**src/rtl/concat_replicate_packer_pkg.sv**
```systemverilog
// -----------------------------------------------------------------------------
// concat_packer_pkg
// Shared definitions for the concat/replicate packer: the mode encoding seen
// on the input side and the two-state fill machine.
// Optional build macro used by the packer: CONCAT_PACKER_PARITY_EN.
// -----------------------------------------------------------------------------
package concat_packer_pkg;

    localparam logic MODE_CONCAT    = 1'b0;
    localparam logic MODE_REPLICATE = 1'b1;

    typedef enum logic {
        ST_EMPTY,   // no fields held in the accumulator
        ST_FILL     // concat word in progress
    } state_t;

endpackage

```
**src/rtl/concat_replicate_packer_if.sv**
```systemverilog
// -----------------------------------------------------------------------------
// concat_replicate_packer_if
// Bundles the narrow input stream and the wide output stream of the packer.
//   in_valid/in_ready/in_data/in_last/mode : producer side (field stream)
//   out_valid/out_ready/out_data/out_count : consumer side (packed words)
//   out_parity                             : only with CONCAT_PACKER_PARITY_EN
// Modports:
//   master : the environment (drives fields, accepts words)
//   slave  : the packer itself
// -----------------------------------------------------------------------------
interface concat_replicate_packer_if #(
    parameter int IN_W       = 4,
    parameter int NUM_FIELDS = 4
);
    localparam int OUT_W = IN_W * NUM_FIELDS;
    localparam int CNT_W = $clog2(NUM_FIELDS + 1);

    logic             in_valid;
    logic             in_ready;
    logic [IN_W-1:0]  in_data;
    logic             in_last;
    logic             mode;
    logic             out_valid;
    logic             out_ready;
    logic [OUT_W-1:0] out_data;
    logic [CNT_W-1:0] out_count;

`ifdef CONCAT_PACKER_PARITY_EN
    logic             out_parity;

    modport master (
        output in_valid, in_data, in_last, mode, out_ready,
        input  in_ready, out_valid, out_data, out_count, out_parity
    );

    modport slave (
        input  in_valid, in_data, in_last, mode, out_ready,
        output in_ready, out_valid, out_data, out_count, out_parity
    );
`else
    modport master (
        output in_valid, in_data, in_last, mode, out_ready,
        input  in_ready, out_valid, out_data, out_count
    );

    modport slave (
        input  in_valid, in_data, in_last, mode, out_ready,
        output in_ready, out_valid, out_data, out_count
    );
`endif

endinterface

```
**src/rtl/concat_replicate_packer.sv**
```systemverilog
// -----------------------------------------------------------------------------
// concat_replicate_packer
// Builds OUT_W-bit words from IN_W-bit fields. Concat mode packs fields
// MSB-first ({f0,f1,...}, unfilled low slots zero, in_last closes early);
// replicate mode expands one field to {NUM_FIELDS{f}}. A single output
// register plus the fill accumulator sustain one field per cycle.
// Ports:
//   clk  : rising-edge clock
//   rst  : asynchronous, active-high reset
//   bus  : concat_replicate_packer_if.slave (both handshakes, data, count)
// Optional feature macro: CONCAT_PACKER_PARITY_EN adds bus.out_parity, the
// registered XOR-reduce of out_data.
// -----------------------------------------------------------------------------
module concat_replicate_packer
    import concat_packer_pkg::*;
#(
    parameter int IN_W       = 4,
    parameter int NUM_FIELDS = 4
) (
    input  logic                      clk,
    input  logic                      rst,
    concat_replicate_packer_if.slave  bus
);
    localparam int OUT_W = IN_W * NUM_FIELDS;
    localparam int CNT_W = $clog2(NUM_FIELDS + 1);

    state_t           r_state;
    logic [OUT_W-1:0] r_acc;
    logic [CNT_W-1:0] r_fill;
    logic             r_out_valid;
    logic [OUT_W-1:0] r_out_data;
    logic [CNT_W-1:0] r_out_count;

    logic             w_in_ready;
    logic             w_accept;
    logic             w_drain;
    logic             w_is_rep;
    logic             w_complete;
    logic [CNT_W-1:0] w_slot;
    logic [CNT_W-1:0] w_next_fill;
    logic [OUT_W-1:0] w_place;
    logic [OUT_W-1:0] w_next_acc;
    logic [OUT_W-1:0] w_load_data;
    logic [CNT_W-1:0] w_load_count;

    // The output register is the only buffer, so a field may enter only when
    // that register is free or is being emptied this cycle.
    assign w_in_ready = !r_out_valid || bus.out_ready;
    assign w_accept   = bus.in_valid && w_in_ready;
    assign w_drain    = r_out_valid && bus.out_ready;

    // Mode is only looked at on the first field of a word; ST_FILL itself
    // records that the word in progress is a concat word.
    assign w_is_rep = (r_state == ST_EMPTY) && (bus.mode == MODE_REPLICATE);

    // NOTE: every signal in this block is assigned on every path before use,
    // so no latch can be inferred.
    always_comb begin
        w_slot      = (r_state == ST_FILL) ? r_fill : '0;
        w_next_fill = w_slot + 1'b1;
        // Slot 0 is the MSB field; w_slot never exceeds NUM_FIELDS-1 here.
        w_place     = OUT_W'(bus.in_data) << ((NUM_FIELDS - 1 - int'(w_slot)) * IN_W);
        w_next_acc  = ((r_state == ST_FILL) ? r_acc : '0) | w_place;
        // Fill count stops at NUM_FIELDS because reaching it always completes.
        w_complete  = w_is_rep || bus.in_last || (w_next_fill == CNT_W'(NUM_FIELDS));
        w_load_data  = w_is_rep ? {NUM_FIELDS{bus.in_data}} : w_next_acc;
        w_load_count = w_is_rep ? CNT_W'(NUM_FIELDS) : w_next_fill;
    end

`ifdef CONCAT_PACKER_PARITY_EN
    logic r_out_parity;
`endif

    // NOTE: all state here is updated with non-blocking assignments so every
    // register samples the pre-edge values of the others.
    always_ff @(posedge clk or posedge rst) begin
        if (rst) begin
            r_state     <= ST_EMPTY;
            r_acc       <= '0;
            r_fill      <= '0;
            r_out_valid <= 1'b0;
            r_out_data  <= '0;
            r_out_count <= '0;
`ifdef CONCAT_PACKER_PARITY_EN
            r_out_parity <= 1'b0;
`endif
        end else begin
            if (w_accept) begin
                if (w_complete) begin
                    r_state <= ST_EMPTY;
                    r_acc   <= '0;
                    r_fill  <= '0;
                end else begin
                    r_state <= ST_FILL;
                    r_acc   <= w_next_acc;
                    r_fill  <= w_next_fill;
                end
            end

            // A completing beat wins over a drain so back-to-back words keep
            // out_valid high; otherwise the register holds until drained.
            if (w_accept && w_complete) begin
                r_out_valid <= 1'b1;
                r_out_data  <= w_load_data;
                r_out_count <= w_load_count;
`ifdef CONCAT_PACKER_PARITY_EN
                r_out_parity <= ^w_load_data;
`endif
            end else if (w_drain) begin
                r_out_valid <= 1'b0;
            end
        end
    end

    assign bus.in_ready  = w_in_ready;
    assign bus.out_valid = r_out_valid;
    assign bus.out_data  = r_out_data;
    assign bus.out_count = r_out_count;
`ifdef CONCAT_PACKER_PARITY_EN
    assign bus.out_parity = r_out_parity;
`endif

endmodule

```
**src/flat_wrapper.sv**
```systemverilog
// flat-port wrapper written by rule: the top's interface ports become plain ports
module concat_replicate_packer_flat import concat_packer_pkg::*;
#(
    parameter int IN_W       = 4,
    parameter int NUM_FIELDS = 4
)
  (clk, rst, bus_in_valid, bus_in_data, bus_in_last, bus_mode, bus_out_ready, bus_in_ready, bus_out_valid, bus_out_data, bus_out_count);
  concat_replicate_packer_if #(.IN_W(IN_W), .NUM_FIELDS(NUM_FIELDS)) bus_i ();
  input  logic clk;
  input  logic rst;
  input wire logic [$bits(bus_i.in_valid)-1:0] bus_in_valid;
  input wire logic [$bits(bus_i.in_data)-1:0] bus_in_data;
  input wire logic [$bits(bus_i.in_last)-1:0] bus_in_last;
  input wire logic [$bits(bus_i.mode)-1:0] bus_mode;
  input wire logic [$bits(bus_i.out_ready)-1:0] bus_out_ready;
  output wire logic [$bits(bus_i.in_ready)-1:0] bus_in_ready;
  output wire logic [$bits(bus_i.out_valid)-1:0] bus_out_valid;
  output wire logic [$bits(bus_i.out_data)-1:0] bus_out_data;
  output wire logic [$bits(bus_i.out_count)-1:0] bus_out_count;
  assign bus_i.in_valid = bus_in_valid;
  assign bus_i.in_data = bus_in_data;
  assign bus_i.in_last = bus_in_last;
  assign bus_i.mode = bus_mode;
  assign bus_i.out_ready = bus_out_ready;
  assign bus_in_ready = bus_i.in_ready;
  assign bus_out_valid = bus_i.out_valid;
  assign bus_out_data = bus_i.out_data;
  assign bus_out_count = bus_i.out_count;
  concat_replicate_packer #(.IN_W(IN_W), .NUM_FIELDS(NUM_FIELDS)) u_core (.clk(clk), .rst(rst), .bus(bus_i));
endmodule
```
**config.mk**
```make
export PLATFORM = sky130hd
export DESIGN_NAME = concat_replicate_packer_flat
export DESIGN_NICKNAME = d
export VERILOG_FILES = /design/src/rtl/concat_replicate_packer_pkg.sv /design/src/rtl/concat_replicate_packer_if.sv /design/src/rtl/concat_replicate_packer.sv /design/src/flat_wrapper.sv
export SDC_FILE = /design/constraint.sdc
export NUM_CORES = 1
export LEC_CHECK = 0
export BUFFER_PORTS_ARGS = -buffer_cell sky130_fd_sc_hd__buf_2
export CORE_UTILIZATION = 50
export CTS_CLUSTER_DIAMETER = 60
export DETAILED_ROUTE_END_ITERATION = 10
export PLACE_DENSITY = 0.74
export SETUP_SLACK_MARGIN = 0.3
export SLEW_MARGIN = 10
export SYNTH_ARGS = -nofsm -noshare
export SYNTH_HDL_FRONTEND = slang
export SYNTH_SLANG_ARGS = --single-unit
```
**constraint.sdc**
```tcl
create_clock -name clk -period 2.1 [get_ports clk]
set_input_delay 0.315 -clock clk [delete_from_list [all_inputs] [get_ports clk]]
set_output_delay 0.315 -clock clk [all_outputs]
set_load 0.01 [all_outputs]
```
**Yosys cells after proc, flatten, opt, wreduce, memory -nomap -nowiden**

Index checks and enable logic that the tools add are counted.

- Bitwise gates (word level): 2
- Add/subtract/negate cells: 2
- Multiplexer cells: 9
- Equality and inequality tests: 1
- Shifts and indexed selects: 1
- Reduce and logical (&&, ||, !) cells: 9

Operators with widths:

| cell | number |
|---|---|
| $mux 16 | 3 |
| $shl 4x32->16 | 1 |
| $or 16x16->16 | 1 |
| $mux 3 | 3 |
| $logic_and 1x1->1 | 4 |
| $sub 2x3->4 const A | 1 |
| $add 3x1->3 const B | 1 |
| $eq 3x3->1 const B | 1 |
| $logic_or 1x1->1 | 3 |
| $mux 1 | 3 |
| $reduce_bool 2->1 | 1 |
| $logic_not 1->1 | 1 |
| $not 1->1 | 1 |

- Bits in registers: 40
- Input bits: 10
- Word-level logic and storage cells: 30
- Output and inout port bits: 21

**Longest topological paths before layout**

- Depth after elaboration: 6
- Depth in mapped cells: 9
- Gate-level depth less buffers: 7

**Least setup slack after synthesis**

No wires, ideal clock.

- Path type: reg-to-reg
- Start point: reg u_core.r_state
- End point: reg u_core.r_out_data[12] (netlist: u_core.bus.out_data[12])
- Setup slack: 0.057 ns
- Buffers on the path: 2
- Cell stages (with the launch flop): 9
- Library setup time: 0.125 ns
- Period minus slack after synthesis: 2.043 ns
- Data required time: 1.975 ns
- Arrival time: 1.918 ns
- Cells stage by stage: dfrtp_1 clkbuf_1 clkbuf_1 and2_1 ha_1 and2_2 o21ai_4 a31oi_4 mux2_2

- Cells in the longest elaborated chain, start to end: 5
- Elaborated cells on any way between the ends: 13
- Those cells by class: add/sub: 2; eq/ne: 1; shift: 1; mux: 3; bitwise: 2; reduce/logical: 4

RTL lines:

| element | RTL line | text |
|---|---|---|
| start: declaration | concat_replicate_packer.sv:27 | `state_t r_state;` |
| start signal: assignment | concat_replicate_packer.sv:78 | `r_state <= ST_EMPTY;` |
| start signal: assignment | concat_replicate_packer.sv:90 | `r_state <= ST_EMPTY;` |
| start signal: assignment | concat_replicate_packer.sv:94 | `r_state <= ST_FILL;` |
| $mux 3 or $not 1->1 (tied branches) | concat_replicate_packer.sv:59, concat_replicate_packer.sv:54 |  |
| $sub 2x3->4 (tied with other cells) | concat_replicate_packer.sv:62 | `w_place = OUT_W'(bus.in_data) << ((NUM_FIELDS - 1 - int'(w_slot)) * IN_W);` |
| $shl 4x32->16 (tied with other cells) | concat_replicate_packer.sv:62 |  |
| $or 16x16->16 or $logic_or 1x1->1 (tied branches) | concat_replicate_packer.sv:63, concat_replicate_packer.sv:65 |  |
| $mux 16 or $logic_and 1x1->1 (tied branches) | concat_replicate_packer.sv:66, concat_replicate_packer.sv:102 |  |
| end signal: assignment | concat_replicate_packer.sv:104 | `r_out_data <= w_load_data;` |
| end: declaration | concat_replicate_packer.sv:31 | `logic [OUT_W-1:0] r_out_data;` |

Parallel ways exist; a longest one is shown, timed or not.
A chain may end at the register's enable or synchronous reset.

**Worst setup path in the final report**

- Start point: reg u_core.r_state
- End point: reg u_core.r_out_count[2] (netlist: u_core.bus.out_count[2])

- Cells in the longest elaborated chain, start to end: 5
- Elaborated cells on any way between the ends: 9
- Those cells by class: add/sub: 1; eq/ne: 1; mux: 2; bitwise: 1; reduce/logical: 4

RTL lines:

| element | RTL line | text |
|---|---|---|
| $mux 3 or $not 1->1 (tied branches) | concat_replicate_packer.sv:59, concat_replicate_packer.sv:54 |  |
| $add 3x1->3 or $logic_and 1x1->1 (tied branches) | concat_replicate_packer.sv:60, concat_replicate_packer.sv:54 |  |
| $eq 3x3->1 or $logic_or 1x1->1 (tied branches) | concat_replicate_packer.sv:65 | `w_complete = w_is_rep \|\| bus.in_last \|\| (w_next_fill == CNT_W'(NUM_FIELDS));` |
| $logic_or 1x1->1 | concat_replicate_packer.sv:65 |  |
| $logic_and 1x1->1 | concat_replicate_packer.sv:102 | `if (w_accept && w_complete) begin` |
| end signal: assignment | concat_replicate_packer.sv:105 | `r_out_count <= w_load_count;` |
| end: declaration | concat_replicate_packer.sv:32 | `logic [CNT_W-1:0] r_out_count;` |

Parallel ways exist; a longest one is shown, timed or not.

==> results.md <==
* DR vias/cell at 5.88
* Share of the synthesized area in the top cell type at between 50% and 60%
* Routed WL at 4.39 mm
* Non-Filler Instances at ~270
* Hold Path Class: in2async
* Antenna-violating nets left at 0
* Cell taking the most area after synthesis: dfrtp_1
* TritonCTS buffer count at 5
* Clock skew at between 0.007 and 0.008 ns
* Largest net degree at the start of global routing at between 40 and 50
* Via Count at about 1,600
* Worst Path Required at 2.28 ns
* Fmax at ~570 MHz
* Final Setup Violations at 0
* Antenna diodes at 0
* Post-synth EDFFs at 0
* Status: complete, no violations
* Global-route wire length before repair at between 7 and 8 mm
* Cell row count at 21
* Crit path time final at 1.74 ns
* Seq/Total Area, Yosys at 53.3%
* Hold Slack at 0.120 ns
* Total track usage at between 20% and 30%
* Synth Cell Area at about 0.0019 sq mm
* Pwr dens at 927 mW/mm^2
* Max-cap viol count at 0
* IO buf count at 30
* Number of global-route vias before repair at 1,581
* Layout cells sized above 1 at between 30% and 40%
* Maximum VDD drop at 0.540 mV
* Max transition margin at 67.2%
* Worst skew pair latency at 0.29 ns
* Die area at between 0.004 and 0.005 sq mm
* Critical path fanouts, max at 7
* Sink Count at 40
* Final core utilization at 66.5%
* DRT Pass-1 Iters at 4
* Cell Chain, Critical Path: and2_1 -> ha_1 -> and2_4 -> o21ai_4 -> a31oi_4 -> buf_12 -> buf_4 -> o32a_2
* Clk slew on worst S/H paths at 0.08 ns
* Leakage at about 1.1 nW
* RSZ-0062 raised after global routing: true
* Top cells by count, synth: dfrtp_1, o21ai_0, nand2_1
* Area contributors post-synth: dfrtp_1, o21ai_0, a2bb2oi_1
* Synth Instances at 179
* Synthesized net count at 190
* Die height at ~63 um
* CTS tree: done
* CP max-delay cell: dfrtp_1
* Critical path arrival at 1.92 ns
* Post-DP Area at ~0.0021 sq mm
* IO Count at 31
* Slowest Stage Delay on Critical Path at 0.42 ns
* P&R area growth vs syn at 22.7%
* Synth Flop Type: dfrtp_1
* Worst-margin pin slew at 0.491 ns
* Startpoint types: register
* Clock tree buffer depth at 2
* Initial antenna violation count at 0
* Final hold vios at 0
* #FFs+latches synth at 40
* Final Max Tran Viols at 0
* Avg Inst Size Synth at 10.5 sq um
* Clk root buf: clkbuf_8
* Final instance area at between 0.002 and 0.0025 sq mm
* DP HPWL at between 3 and 4 mm
* Initial Utilization at 54.1%
* Residual DRC at 0
* TNS Setup at 0 ns
* Core area at 0.00347 sq mm
* Crit. End Element: register
* Synth warn at 0
* Nets at roughly 230
* Number of cells after detailed placement at 255
* Critical path class: reg2reg
* Yosys cell types at 34
* WL/cell at 16.4 um
* Grt total ovfl at 0
* H-tree depth at 2
* Placement Setup Slack at 0.146 ns
* Most numerous cell in the Yosys netlist: dfrtp_1
* Die X at 63.3 um
* Violation count after the first detailed-routing iteration at 105
* GP Congestion at 0.916
* Tcrit/Tclk final at 83.1%
* PnR Total Power at 2.14 mW
* CTS Hold Bufs at 0
* Async SR Flop Fraction at 100%
* Final worst slack at approximately 0.36 ns
[sequential cells by signal, summed over array words and instances (netlist names)]
| register | flops |
|---|---|
| u_core.r_fill | 3 |
| u_core.bus.out_count | 3 |
| u_core.r_acc | 16 |
| u_core.r_state | 1 |
| u_core.bus.out_valid | 1 |
| u_core.bus.out_data | 16 |
[final timing paths]
path	to	slack (ns)	start	cells past startpoint
setup / recovery	u_core.bus.out_count[2]	0.36	u_core.r_state	8
hold / removal	u_core.bus.out_valid	0.12	rst	3
setup reg to reg	u_core.bus.out_count[2]	0.36	u_core.r_state	8
hold reg to reg	u_core.r_acc[11]	0.48	u_core.r_acc[11]	2
max in group asynchronous	u_core.r_fill[0]	1.61	rst	3
min in group clk	u_core.r_acc[14]	0.30	bus_in_data[2]	2
[logic make-up (layout without fill, tap and decap cells)]
logic type               after synthesis  count (layout)  synth area share, %
multiplexers                           4               4                 2.40
AND/OR/NAND/NOR                       54              54                 13.9
flip-flops                            40              40                 53.3
AO/OA/AOI/OAI                         66              66                 26.5
adder cells (fa/ha/maj)                1               1                0.666
buffers and inverters                 14              57                 3.26
[cell usage in the layout, fill, tap and decap left out, types with 2 or more instances in the layout]
cell type | Yosys | layout
o21ai_0 | 24 | 24
buf_2 | 1 | 30
o211ai_1 | 4 | 4
a21oi_1 | 3 | 3
buf_4 | 0 | 9
o32ai_1 | 2 | 2
nand2_1 | 19 | 19
mux2_4 | 0 | 2
and2_1 | 2 | 2
dfrtp_1 | 40 | 39
o31ai_1 | 5 | 4
a2bb2oi_1 | 13 | 13
a22o_1 | 8 | 8
nor2_1 | 17 | 16
clkbuf_8 | 0 | 6
mux2_2 | 4 | 2
nand2b_1 | 6 | 6
buf_6 | 1 | 2
inv_1 | 7 | 6
[worst max-delay path: cells and delay by family, from the launching register on]
family | cells | cell delay [ns]
DFF | 1 | 0.42
and+or+nand+nor | 2 | 0.33
AOI/OAI and AO/OA | 3 | 0.40
buffers and inverters | 2 | 0.30
adders and majority gates | 1 | 0.19
[routing by layer]
layer  up-vias  global-route usage (%)  share of wire [%]
met5         -                       0                  0
met4         0                    8.24                1.5
met3        11                    4.35                6.4
met2        71                    42.3                 49
met1       757                    30.4                 43
li1        737                       -                  -
[report_power, final]
part           internal [mW]  total [mW]  switching [mW]
Clock                  0.388       0.657           0.268
Sequential             0.888       0.956          0.0678
Combinational          0.250       0.525           0.275
[area by class of cell]
| class | instances | area (sq um) |
|---|---|---|
| fill | 293 | 1160 |
| inverter | 7 | 26.3 |
| timing repair buffer | 42 | 260 |
| clock inverter | 2 | 38.8 |
| sequential | 40 | 1000 |
| clock buffer | 6 | 82.6 |
| multi-input combinational | 125 | 837 |
| tap | 46 | 57.6 |
[what timing repair did]
| item | in CTS | in global routing |
|---|---|---|
| pin swaps | 2 | 2 |
| setup endpoints to repair | 23 | 19 |
| resized for setup | 4 | 5 |
| cloned | 0 | 1 |
| buffers inserted | 2 | 2 |
Note: power is estimated with default switching activity, not from simulation.
